--- config.mk ---
export PLATFORM = sky130hd
export DESIGN_NAME = pq_req_sched
export DESIGN_NICKNAME = d
export VERILOG_FILES = /design/src/rtl/pq_req_sched.sv
export SDC_FILE = /design/constraint.sdc
export NUM_CORES = 1
export LEC_CHECK = 0
export BUFFER_PORTS_ARGS = -buffer_cell sky130_fd_sc_hd__buf_2
export CORE_MARGIN = 2
export CORE_UTILIZATION = 55
export CTS_BUF_LIST = sky130_fd_sc_hd__clkbuf_16
export CTS_CLUSTER_DIAMETER = 100
export DETAILED_ROUTE_END_ITERATION = 10
export GPL_ROUTABILITY_DRIVEN = 0
export GPL_TIMING_DRIVEN = 0
export PLACE_DENSITY = 0.79
export SLEW_MARGIN = 20
export SYNTH_ARGS = -nofsm -noshare
export SYNTH_HDL_FRONTEND = slang
export SYNTH_SLANG_ARGS = --single-unit
--- constraint.sdc ---
create_clock -name clk -period 4.1 [get_ports clk]
set_clock_uncertainty 0.15 [all_clocks]
set_input_delay 0.615 -clock clk [delete_from_list [all_inputs] [get_ports clk]]
set_output_delay 0.615 -clock clk [all_outputs]
set_load 0.01 [all_outputs]
--- src/rtl/pq_req_sched.sv ---
// Request scheduler and one-entry response buffer in front of the register-array priority queue.
package pq_pkg;
    localparam int unsigned KEY_WIDTH = 8;
    localparam int unsigned VAL_WIDTH = 8;

    typedef enum logic [1:0] {
        OP_NOP     = 2'b00,
        OP_ENQ     = 2'b01,
        OP_DEQ     = 2'b10,
        OP_ENQ_DEQ = 2'b11
    } pq_op_e;
endpackage

module pq_req_sched #(
    parameter int unsigned KEY_WIDTH  = pq_pkg::KEY_WIDTH,
    parameter int unsigned VAL_WIDTH  = pq_pkg::VAL_WIDTH,
    parameter int unsigned FIFO_DEPTH = 4
) (
    input  logic                           clk,
    input  logic                           rst_n,
    input  logic                           req_valid,
    output logic                           req_ready,
    input  logic [1:0]                     req_op,
    input  logic [KEY_WIDTH+VAL_WIDTH-1:0] req_kv,
    output logic                           rsp_valid,
    input  logic                           rsp_ready,
    output logic [KEY_WIDTH+VAL_WIDTH-1:0] rsp_kv,
    output logic                           pq_enq,
    output logic                           pq_deq,
    output logic [KEY_WIDTH+VAL_WIDTH-1:0] pq_kvi,
    input  logic [KEY_WIDTH+VAL_WIDTH-1:0] pq_kvo,
    input  logic                           pq_busy,
    input  logic                           pq_empty,
    input  logic                           pq_full,
    output logic [7:0]                     drop_cnt
);
    localparam int unsigned W  = KEY_WIDTH + VAL_WIDTH;
    localparam int unsigned AW = $clog2(FIFO_DEPTH);
    localparam int unsigned CW = AW + 1;

    typedef enum logic [1:0] {S_IDLE, S_WAIT, S_ISSUE, S_GAP} state_e;

    state_e          state_q, state_d;
    pq_pkg::pq_op_e  op_mem [FIFO_DEPTH];
    logic [W-1:0]    kv_mem [FIFO_DEPTH];
    logic [AW-1:0]   wr_ptr_q, rd_ptr_q;
    logic [CW-1:0]   cnt_q, cnt_d;
    logic            req_ready_q;
    logic            push, pop, drop, fifo_empty;
    pq_pkg::pq_op_e  head_op;
    logic [W-1:0]    head_kv;
    logic            head_enq, head_deq, head_illegal, rsp_stall;
    logic            issue_enq_d, issue_deq_d;
    logic            pq_enq_q, pq_deq_q;
    logic [W-1:0]    pq_kvi_q;
    logic            rsp_valid_q, rsp_set;
    logic [W-1:0]    rsp_kv_q;
    logic [7:0]      drop_cnt_q;

    assign push       = req_valid && req_ready_q;
    assign fifo_empty = (cnt_q == '0);
    assign head_op    = op_mem[rd_ptr_q];
    assign head_kv    = kv_mem[rd_ptr_q];
    assign head_enq   = (head_op == pq_pkg::OP_ENQ) || (head_op == pq_pkg::OP_ENQ_DEQ);
    assign head_deq   = (head_op == pq_pkg::OP_DEQ) || (head_op == pq_pkg::OP_ENQ_DEQ);
    // A replace on a full PQ keeps occupancy, so only a plain ENQ is blocked by pq_full.
    assign head_illegal = (head_deq && pq_empty) || ((head_op == pq_pkg::OP_ENQ) && pq_full);
    assign rsp_stall    = head_deq && rsp_valid_q && !rsp_ready;
    assign rsp_set      = (state_q == S_ISSUE) && pq_deq_q;

    // Occupancy next value; push and pop together leave it unchanged.
    always_comb begin
        cnt_d = cnt_q;
        if (push && !pop) begin
            cnt_d = cnt_q + CW'(1);
        end else if (!push && pop) begin
            cnt_d = cnt_q - CW'(1);
        end
    end

    // Next-state, pop/drop decisions and command pulse requests.
    always_comb begin
        state_d     = state_q;
        pop         = 1'b0;
        drop        = 1'b0;
        issue_enq_d = 1'b0;
        issue_deq_d = 1'b0;
        case (state_q)
            S_IDLE: begin
                if (!fifo_empty) state_d = S_WAIT;
            end
            S_WAIT: begin
                if (fifo_empty) begin
                    state_d = S_IDLE;
                end else if (head_op == pq_pkg::OP_NOP) begin
                    pop     = 1'b1;
                    state_d = S_IDLE;
                end else if (head_illegal) begin
                    pop     = 1'b1;
                    drop    = 1'b1;
                    state_d = S_IDLE;
                end else if (!rsp_stall && pq_busy) begin
                    issue_enq_d = head_enq;
                    issue_deq_d = head_deq;
                    state_d     = S_ISSUE;
                end
            end
            S_ISSUE: begin
                pop     = 1'b1;
                state_d = S_GAP;
            end
            S_GAP: begin
                state_d = fifo_empty ? S_IDLE : S_WAIT;
            end
            default: state_d = S_IDLE;
        endcase
    end

    // State register.
    always_ff @(posedge clk or negedge rst_n) begin
        if (!rst_n) state_q <= S_IDLE;
        else        state_q <= state_d;
    end

    // FIFO pointers, occupancy and registered ready flag.
    always_ff @(posedge clk or negedge rst_n) begin
        if (!rst_n) begin
            wr_ptr_q    <= '0;
            rd_ptr_q    <= '0;
            cnt_q       <= '0;
            req_ready_q <= 1'b1;
        end else begin
            if (push) wr_ptr_q <= wr_ptr_q + AW'(1);
            if (pop)  rd_ptr_q <= rd_ptr_q + AW'(1);
            cnt_q       <= cnt_d;
            req_ready_q <= (cnt_d != CW'(FIFO_DEPTH));
        end
    end

    // FIFO storage; validity is tracked by the occupancy counter, so no reset.
    always_ff @(posedge clk) begin
        if (push) begin
            op_mem[wr_ptr_q] <= pq_pkg::pq_op_e'(req_op);
            kv_mem[wr_ptr_q] <= req_kv;
        end
    end

    // Registered PQ command pulses and input word.
    always_ff @(posedge clk or negedge rst_n) begin
        if (!rst_n) begin
            pq_enq_q <= 1'b0;
            pq_deq_q <= 1'b0;
            pq_kvi_q <= '0;
        end else begin
            pq_enq_q <= issue_enq_d;
            pq_deq_q <= issue_deq_d;
            if (issue_enq_d) pq_kvi_q <= head_kv;
        end
    end

    // Response register; a new capture wins over a same-cycle consume.
    always_ff @(posedge clk or negedge rst_n) begin
        if (!rst_n) begin
            rsp_valid_q <= 1'b0;
            rsp_kv_q    <= '0;
        end else if (rsp_set) begin
            rsp_valid_q <= 1'b1;
            rsp_kv_q    <= pq_kvo;
        end else if (rsp_valid_q && rsp_ready) begin
            rsp_valid_q <= 1'b0;
        end
    end

    // Saturating count of filtered requests.
    always_ff @(posedge clk or negedge rst_n) begin
        if (!rst_n) begin
            drop_cnt_q <= '0;
        end else if (drop && (drop_cnt_q != 8'hFF)) begin
            drop_cnt_q <= drop_cnt_q + 8'd1;
        end
    end

    assign req_ready = req_ready_q;
    assign rsp_valid = rsp_valid_q;
    assign rsp_kv    = rsp_kv_q;
    assign pq_enq    = pq_enq_q;
    assign pq_deq    = pq_deq_q;
    assign pq_kvi    = pq_kvi_q;
    assign drop_cnt  = drop_cnt_q;

endmodule

==> metrics.txt, run 1 <==
final hold violations 0; post-DP HPWL 5.61 mm; r2r setup slk 1190 ps; worst r2r path cells 7; global route total overflow 0; final period utilization 71.0%; initial antenna violation count 0; Synth async-reset ratio 42.4%; via count 2849; most frequent cells in the layout 83 x buf_2, 72 x edfxtp_1, 52 x dfrtp_1; core area 8760 um2; Synth Cell Area 5010 um2; Setup Buffers After CTS 0; Iteration-0 DRC Markers 183; cells after synthesis 283; placed cell areas 5570 um2; Port Buf Inserts 84; RSZ-0062 raised after global routing false; Syn-to-layout area delta 22.1%; R2R Path Start rd_ptr_q[1]$_DFFE_PN0P_; r2r endpoint pq_kvi[5]$_DFFE_PN0P_; Max-Cap Viols 0; first-pass GRT wire length 14.3 mm; yosys warns 0; Num CTS Buffers 17; Pre-Repair DR Iteration Count 4; fin crit period 2910 ps; die width 99.5 um; CP endpoint pq_kvi[5]$_DFFE_PN0P_; Post-Route WL 8.88 mm; Clock Tree Root clkbuf_16; Worst Setup SP rd_ptr_q[1]$_DFFE_PN0P_; Worst setup EP type flop; Yosys cell types 36; cell taking the most area after synthesis edfxtp_1; Final setup viols 0; EDFF count, synth 72; pre-CTS setup slack 1150 ps; global-route usage over all layers 19.4%; Routed wire per std cell 17.5 um; P per Cell Area 760 nW/um2; max frequency 344 MHz; FP Rows 34; io pins 85; Mean Syn Cell Area 17.7 um2; H-tree Lvls 4; crit start category flop; register bit total from synthesis 125; DRC errors left 0; Leakage 2.49 nW; ranking of synthesized cells by area edfxtp_1 43%, dfrtp_1 26%, mux2_2 8.1%; setup_tns 0 ps; Hold Path Class in2async; Rel. slew slack 33.0%; Die Ht 99.5 um; Antenna Cells 0; WHS 107 ps; via/cell ratio 5.62; Total Nets Final 439; worst-margin pin slew 1000 ps; Seq/Total Area, Yosys 69.6%; multi-input gate area in the final layout 1450 um2; clock sinks 125; Peak supply drop 0.383 mV; CTS tree yes; CTS Buffer Depth 2; Post-CTS Hold Buffers 0; Critical Path Fanout Max 10; Worst-Skew Late Latency 410 ps; Crit path arrival time 3050 ps; Slew Viols, Final 0; number of global-route vias before repair 2971; DIE AREA 9890 um2; Initial Utilization 57.2%; Synth top area share 43.1%; largest net degree at the start of global routing 54; share of cells above drive strength 1 44.1%; status finished, final reports clean; Critical Path RT 4240 ps; Final Cell Area 6120 um2; CTS clk-pin slew, worst paths 60 ps; fill count 569; sequential cell area 3490 um2; CP Class reg2reg; Detail Route Antenna Nets 0; prevailing post-synth register cell edfxtp_1; most common cell after layout, fill and taps aside buf_2; CTS-repair resized insts 0; net count after synthesis 336; Worst Slack Setup Final 1190 ps
metal layers:
metal	vias up	wire length, um	GRT usage (%)
met2	93	4590	33.0
met5	-	0	0
met4	0	106	8.75
met3	12	528	4.64
met1	1459	3650	23.6
li1	1285	-	-
report_power, final:
part | internal [mW] | switching (mW) | leakage [nW]
Sequential | 1.72 | 0.192 | 1.30
Combinational | 0.668 | 0.697 | 0.926
Clock | 0.828 | 0.544 | 0.263
stage by stage:
stage | total power, mW | util [%] | std cells
6_report | 4.65 | 69.8 | 507
4_1_cts | 4.71 | 69.8 | 507
5_1_grt | 4.91 | 69.8 | 507
3_3_place_gp | 3.24 | 63.5 | 475
3_5_place_dp | 3.32 | 63.6 | 475
2_1_floorplan | 2.85 | - | 283
logic make-up (layout without fill, tap and decap cells):
logic type               after synthesis  in the layout  share of synthesized area, %
AO/OA/AOI/OAI                         17             17                          2.50
XOR/XNOR                              12             12                          2.10
adder cells (fa/ha/maj)               12             12                          3.00
buffers and inverters                 17            133                          1.42
flip-flops                           125            125                          69.6
multiplexers                          54             54                          16.2
AND/OR/NAND/NOR                       46             46                          5.19
how the worst min path moves through the flow:
stage	start	to	slack (ps)	cells past startpoint
after CTS	rst_n	drop_cnt[4]$_DFFE_PN0P_	130	1
after global routing	rst_n	drop_cnt[3]$_DFFE_PN0P_	160	1
final	rst_n	drop_cnt[4]$_DFFE_PN0P_	110	1
after detailed placement	rsp_kv[15]$_DFFE_PN0P_	rsp_kv[15]$_DFFE_PN0P_	340	1
after global placement	drop_cnt[6]$_DFFE_PN0P_	drop_cnt[6]$_DFFE_PN0P_	330	1
after floorplan	rst_n	asynchronous set/reset pin	170	0
cells in the mapped netlist (2+ instances only):
library cell,n
mux4_2,18
nor2_1,6
and3_1,7
o31ai_1,3
dfrtp_1,52
ha_1,12
xor2_1,2
buf_4,2
clkbuf_1,4
nand2_1,13
nand3_1,4
xnor2_1,10
o21ai_0,5
inv_1,10
mux2_2,36
a21oi_1,3
nor3b_1,2
edfxtp_1,72
nand4_1,4
or3_1,2
final cells by class:
| type | instances | share of cell area, % |
|---|---|---|
| Clock buffer | 17 | 6.95 |
| Multi-Input combinational cell | 141 | 23.7 |
| Clock inverter | 15 | 2.02 |
| Buffer | 7 | 0.552 |
| Tap cell | 108 | 2.21 |
| Inverter | 10 | 0.613 |
| Timing Repair Buffer | 84 | 6.91 |
| Sequential cell | 125 | 57.0 |
flip-flops by register name (all words and copies together) (netlist names), named ones only:
register / cells
cnt_q: 3
rsp_kv: 16
pq_kvi: 16
kv_mem: 64
op_mem: 8
rsp_valid: 1
rd_ptr_q: 2
pq_enq: 1
pq_deq: 1
wr_ptr_q: 2
drop_cnt: 8
req_ready: 1
state_q: 1
worst max-delay path: stages (launching register included):
cell,delay (ps)
dfrtp_1,370
clkbuf_1,460
mux4_2,410
nand2_1,80
o21ai_0,130
nor4_4,500
buf_4,330
mux2_2,360
(Power assumes the default switching activity.)
==> run 2: changes to the inputs <==
--- a/config.mk
+++ b/config.mk
@@ -5,6 +5,7 @@
 export SDC_FILE = /design/constraint.sdc
 export NUM_CORES = 1
 export LEC_CHECK = 0
+export ABC_AREA = 1
 export BUFFER_PORTS_ARGS = -buffer_cell sky130_fd_sc_hd__buf_2
 export CORE_MARGIN = 2
 export CORE_UTILIZATION = 55
==> constraint.sdc (replaced) <==
create_clock -name clk -period 3.05 [get_ports clk]
set_clock_uncertainty 0.15 [all_clocks]
set_input_delay 0.4575 -clock clk [delete_from_list [all_inputs] [get_ports clk]]
set_output_delay 0.4575 -clock clk [all_outputs]
set_load 0.01 [all_outputs]
==> run 2 against run 1 <==
Clock-buffer cell count unchanged. Critical path depth down 2. Maximum frequency up 37%. Via count up 24%. Clock power up 56%. Worst setup slack worse by 270 ps. Sequential cell count unchanged. Sequential power up 34%.
==> metrics.txt, run 2 <==
FP Rows 35; DIE AREA 10100 um2; status finished, final reports clean; Detail Route Antenna Nets 0; via/cell ratio 5.40; CP Class reg2reg; io pins 85; Seq/Total Area, Yosys 68.0%; Num CTS Buffers 17; final period utilization 69.9%; Synth Cell Area 5130 um2; P per Cell Area 1080 nW/um2; Routed wire per std cell 16.1 um; setup_tns 0 ps; CP bufs+invs 2; Worst setup EP type flop; H-tree Lvls 4; most frequent cells in the layout 86 x nor2_1, 85 x buf_2, 72 x edfxtp_1; Pre-Repair DR Iteration Count 5; Synth async-reset ratio 42.4%; clock sinks 125; via count 3545; yosys warns 0; global route total overflow 0; core area 9150 um2; fin crit period 2130 ps; CTS tree yes; post-DP HPWL 6.90 mm; number of global-route vias before repair 3518; fin util 70.0%; Final Instance Count excl. Fillers 656; Top delay family on crit path buffers and inverters; Setup Buffers After CTS 0; CP peak stage delay 440 ps; first-pass GRT wire length 16.6 mm; RSZ-0062 raised after global routing false; Yosys cell types 30; Initial Utilization 56.0%; DRC errors left 0; Total Nets Final 584; most common cell after layout, fill and taps aside nor2_1; count leader, synth nor2_1; share of cells above drive strength 1 30.7%; ranking of synthesized cells by area edfxtp_1 42%, dfrtp_1 25%, nor2_1 6.6%; Mean Syn Cell Area 12.1 um2; Leakage 2.74 nW; Placed Cells 622; Iteration-0 DRC Markers 289; EDFF count, synth 72; CTS clk-pin slew, worst paths 60 ps; global-route usage over all layers 22.0%; Slew Viols, Final 0; register bit total from synthesis 125; Crit path arrival time 2270 ps; Post-Route WL 10.6 mm; WHS 108 ps; Clock Tree Root clkbuf_16; Max-Cap Viols 0; Largest register FFs 64; Die Ht 101 um; Port Buf Inserts 84; Biggest register kv_mem; prevailing post-synth register cell edfxtp_1; worst-margin pin slew 686 ps; final hold violations 0; Critical Path RT 3190 ps; Peak supply drop 0.582 mV; largest net degree at the start of global routing 54; Syn-to-layout area delta 25.0%; initial antenna violation count 0; Final setup viols 0; crit start category flop; Worst-Skew Late Latency 410 ps; Hold Path Class in2reg; CP max-delay cell dfrtp_1; max frequency 469 MHz; Critical Path Fanout Max 10; most frequent cells after synthesis 90 x nor2_1, 72 x edfxtp_1, 52 x dfrtp_1; die width 101 um; Rel. slew slack 54.2%; cells after synthesis 423; cell taking the most area after synthesis edfxtp_1; Synth top area share 42.1%; crit-path cells inv_1, ha_1, nand2_1, clkbuf_1, mux2_2; net count after synthesis 476; CTS Buffer Depth 2
## run 2: cell types whose count changed after synthesis, sizes merged, moves of 16 or more
| cell | before | now |
|---|---|---|
| o21ai | 5 | 36 |
| nand2 | 13 | 42 |
| mux2 | 36 | 18 |
| a31oi | 0 | 16 |
| nor2 | 6 | 91 |
| inv | 10 | 26 |
| mux4 | 18 | 0 |
## run 2: layout make-up
class                   instances  area (um2)
diodes                          1        2.50
plain buffers                  15        88.8
clock buffers                  17         425
clock inverters                15         210
fillers                       632        2740
inverters                      26        97.6
multi-input cells             257        1460
flip-flops and latches        125        3490
well taps                     111         139
repair buffers                 89         493
## run 2: stage by stage
stage	setup slack (ps)	instance area, um2	power, mW
after detailed placement	914	5760	4.80
after global placement	347	5690	4.64
after global routing	676	6410	7.33
after floorplan	1010	5130	4.00
after CTS	892	6410	6.95
final	919	6410	6.92
## run 2: kinds of logic (layout without fill, tap and decap cells)
| family | count (synthesis) | after routing | synth area share, % |
|---|---|---|---|
| DFF | 125 | 125 | 68.0 |
| buffers and inverters | 41 | 162 | 3.63 |
| other | 0 | 1 | 0 |
| muxes | 18 | 18 | 3.95 |
| AOI/OAI and AO/OA | 58 | 58 | 6.12 |
| xor gates and xnor gates | 11 | 11 | 1.88 |
| and+or+nand+nor | 158 | 158 | 13.5 |
| adders and majority gates | 12 | 12 | 2.93 |
## run 2: path summary, 6_finish.rpt
check / depth (start not counted) / slack [ps] / start / to
hold / removal: 1 / 110 / req_kv[3] / kv_mem[0][3]$_DFFE_PP_
min in group asynchronous: 2 / 480 / rst_n / drop_cnt[4]$_DFFE_PN0P_
setup / recovery: 5 / 920 / state_q[0]$_DFFE_PN0P_ / rsp_kv[13]$_DFFE_PN0P_
setup reg to reg: 5 / 920 / state_q[0]$_DFFE_PN0P_ / rsp_kv[13]$_DFFE_PN0P_
hold reg to reg: 1 / 350 / rsp_kv[14]$_DFFE_PN0P_ / rsp_kv[14]$_DFFE_PN0P_
max in group asynchronous: 2 / 1800 / rst_n / pq_kvi[13]$_DFFE_PN0P_
## run 2: repair_timing
| action | CTS | global route |
|---|---|---|
| resized for setup | 0 | 0 |
| endpoints found under the hold margin | 52 | 0 |
| hold buffers | 1 | 0 |
## run 2: layer usage
metal / global-route usage (%) / share of wire, %
met1: 24.8 / 40
met4: 11.0 / 2.4
met3: 5.06 / 6.9
met5: 0 / 0
met2: 39.2 / 51
## run 2: where the power goes
group	internal [mW]	leakage, nW	switching [mW]
logic	0.844	1.14	1.36
clock network	1.38	0.305	0.756
registers	2.32	1.29	0.261
total	4.54	2.74	2.38
## run 2: worst reg2reg max path, stage by stage, from the launching register on
cell	delay, ps
dfrtp_1	440
inv_1	110
ha_1	230
nand2_1	260
clkbuf_1	430
mux2_2	390
==> run 3: changes to the inputs <==
--- a/config.mk
+++ b/config.mk
@@ -8,13 +8,13 @@
 export ABC_AREA = 1
 export BUFFER_PORTS_ARGS = -buffer_cell sky130_fd_sc_hd__buf_2
 export CORE_MARGIN = 2
-export CORE_UTILIZATION = 55
+export CORE_UTILIZATION = 50
 export CTS_BUF_LIST = sky130_fd_sc_hd__clkbuf_16
 export CTS_CLUSTER_DIAMETER = 100
 export DETAILED_ROUTE_END_ITERATION = 10
 export GPL_ROUTABILITY_DRIVEN = 0
 export GPL_TIMING_DRIVEN = 0
-export PLACE_DENSITY = 0.79
+export PLACE_DENSITY = 0.76
 export SLEW_MARGIN = 20
 export SYNTH_ARGS = -nofsm -noshare
 export SYNTH_HDL_FRONTEND = slang
==> constraint.sdc (replaced) <==
create_clock -name clk -period 1.9 [get_ports clk]
set_clock_uncertainty 0.15 [all_clocks]
set_input_delay 0.285 -clock clk [delete_from_list [all_inputs] [get_ports clk]]
set_output_delay 0.285 -clock clk [all_outputs]
set_load 0.01 [all_outputs]
==> run 3 against run 2 <==
Maximum frequency grew 4.3%. Sequential power is 62% higher. Register-to-register slack lost 1100 ps. Cell count is 13% higher. Cell area is 13% higher. Core utilization rose by 3.3 points. Sequential share of layout area shrank 6.2 points. The run now ends with setup timing left. Power grew 72%. Combinational power grew 110%. Global-route usage up 0.65 points. Critical path depth grew 1. Non-clock buffer count up 62.
==> metrics.txt, run 3 (synthesized netlist as in run 2, its figures left out) <==
CP bufs+invs 4; worst r2r path cells 6; DRC errors left 0; most frequent cells in the layout 83 x buf_2, 73 x nor2_1, 72 x edfxtp_1; Routed wire per std cell 16.8 um; Syn-to-layout area delta 41.0%; Crit path arrival time 2140 ps; Post-Route WL 12.5 mm; Peak supply drop 0.850 mV; global-route usage over all layers 22.7%; Placed Cells 644; Final Instance Count excl. Fillers 739; Initial Utilization 52.0%; via count 3767; sequential group share of total power 35.2%; Gate power share 38.8%; Pint 7.64 mW; first-pass GRT wire length 19.2 mm; Port Buf Inserts 84; global route total overflow 0; worst-margin pin slew 680 ps; RSZ-0062 raised after global routing true; fin util 73.3%; die width 105 um; r2r endpoint pq_kvi[5]$_DFFE_PN0P_; pre-CTS setup slack -235 ps; number of global-route vias before repair 3957; core area 9860 um2; Tot Pwr 11.9 mW; Worst-Skew Late Latency 400 ps; H-tree Lvls 4; r2r setup slk -140 ps; P per Cell Area 1650 nW/um2; Clock power frac 26.0%; Hold Path Class in2reg; final period utilization 108%; CTS Buffer Depth 2; CP Class reg2reg; Worst Slack Setup Final -143 ps; R2R Path Start rd_ptr_q[0]$_DFFE_PN0P_; Iteration-0 DRC Markers 300; Largest register FFs 64; sw power 4.26 mW; Top delay family on crit path buffers and inverters; via/cell ratio 5.10; crit-path cells buf_6, buf_4, buf_4, clkbuf_1, o21ai_0, a31oi_4; CTS clk-pin slew, worst paths 50 ps; largest net degree at the start of global routing 54; Antenna Cells 0; DIE AREA 11100 um2; Biggest register kv_mem; Slew Viols, Final 0; Critical Path Fanout Max 10; CTS tree yes; final hold violations 0; Max-Cap Viols 0; Hold Path Origin pq_empty; clock sinks 125; Num CTS Buffers 17; share of cells above drive strength 1 38.8%; WHS Endpoint pq_deq$_DFF_PN0_; max frequency 489 MHz; fin crit period 2040 ps; fill count 621; FP Rows 36; Clock Tree Root clkbuf_16; Final setup viols 47; status finished, violations left; io pins 85; most common cell after layout, fill and taps aside buf_2; switching share of power 35.8%; Pre-Repair DR Iteration Count 4; Detail Route Antenna Nets 0; post-DP HPWL 7.02 mm; Total Nets Final 646; Die Ht 105 um; Leakage 3.07 nW; hold depth 4; Rel. slew slack 54.6%; crit start category flop; Worst setup EP type flop; CP peak stage delay 490 ps; initial antenna violation count 0; CP max-delay cell o21ai_0; setup_tns -1220 ps; Critical Path RT 2000 ps; failing checks setup timing; CP most frequent cell buf_4
## run 3: how the worst max path moves through the flow
stage / start / to / cells past startpoint / slack [ps]
after floorplan: req_ready$_DFF_PN1_ / kv_mem[0][0]$_DFFE_PP_ / 2 / -140
after global placement: req_ready$_DFF_PN1_ / kv_mem[0][10]$_DFFE_PP_ / 2 / -770
after detailed placement: state_q[0]$_DFFE_PN0P_ / rsp_kv[11]$_DFFE_PN0P_ / 5 / -230
after CTS: req_ready$_DFF_PN1_ / kv_mem[0][5]$_DFFE_PP_ / 3 / -20
after global routing: rd_ptr_q[0]$_DFFE_PN0P_ / pq_kvi[5]$_DFFE_PN0P_ / 6 / -190
final: rd_ptr_q[0]$_DFFE_PN0P_ / pq_kvi[5]$_DFFE_PN0P_ / 6 / -140
## run 3: layer usage
metal  GRT usage (%)  up-vias  wire, um
met3            4.58       28       879
met4            10.2        0       269
li1                -     1790         -
met5               0        -         0
met2            40.0      161      6440
met1            26.6     1788      4870
## run 3: tightest hold or removal path, delay by kind of cell
kind	cells	cell delay (ps)
buf+inv	2	130
simple gates	2	150
## run 3: repair_timing
| action | 4_1_cts | 5_1_grt |
|---|---|---|
| setup buffers | 17 | 7 |
| hold buffers | 37 | 0 |
| resized for setup | 34 | 50 |
| hold endpoints to repair | 142 | 0 |
| pin swaps | 3 | 10 |
| endpoints found under the setup margin | 46 | 71 |
| cloned | 1 | 1 |
## run 3: per-stage QoR
step                hold WS (ps)  instance area, um2
floorplan                   -161                5130
finish                      61.1                7230
detailed placement           228                5790
global route                77.3                7230
global placement             331                5720
CTS                         21.3                7000
## run 3: layout make-up
cell class	count	area, um2	share of cell area (%)
clock buffers	17	425	5.88
flip-flops and latches	125	3490	48.2
plain buffers	15	126	1.75
clock inverters	15	149	2.06
multi-input cells	257	1680	23.2
well taps	133	166	2.30
repair buffers	151	1090	15.1
inverters	26	108	1.49
## run 3: power by group through the flow
stage,registers (mW),clock network (mW),logic [mW]
finish,4.19,3.10,4.61
floorplan,4.31,0,2.11
CTS,4.15,3.13,4.12
global placement,4.15,0,3.31
detailed placement,4.17,0,3.53
global route,4.28,3.25,5.05
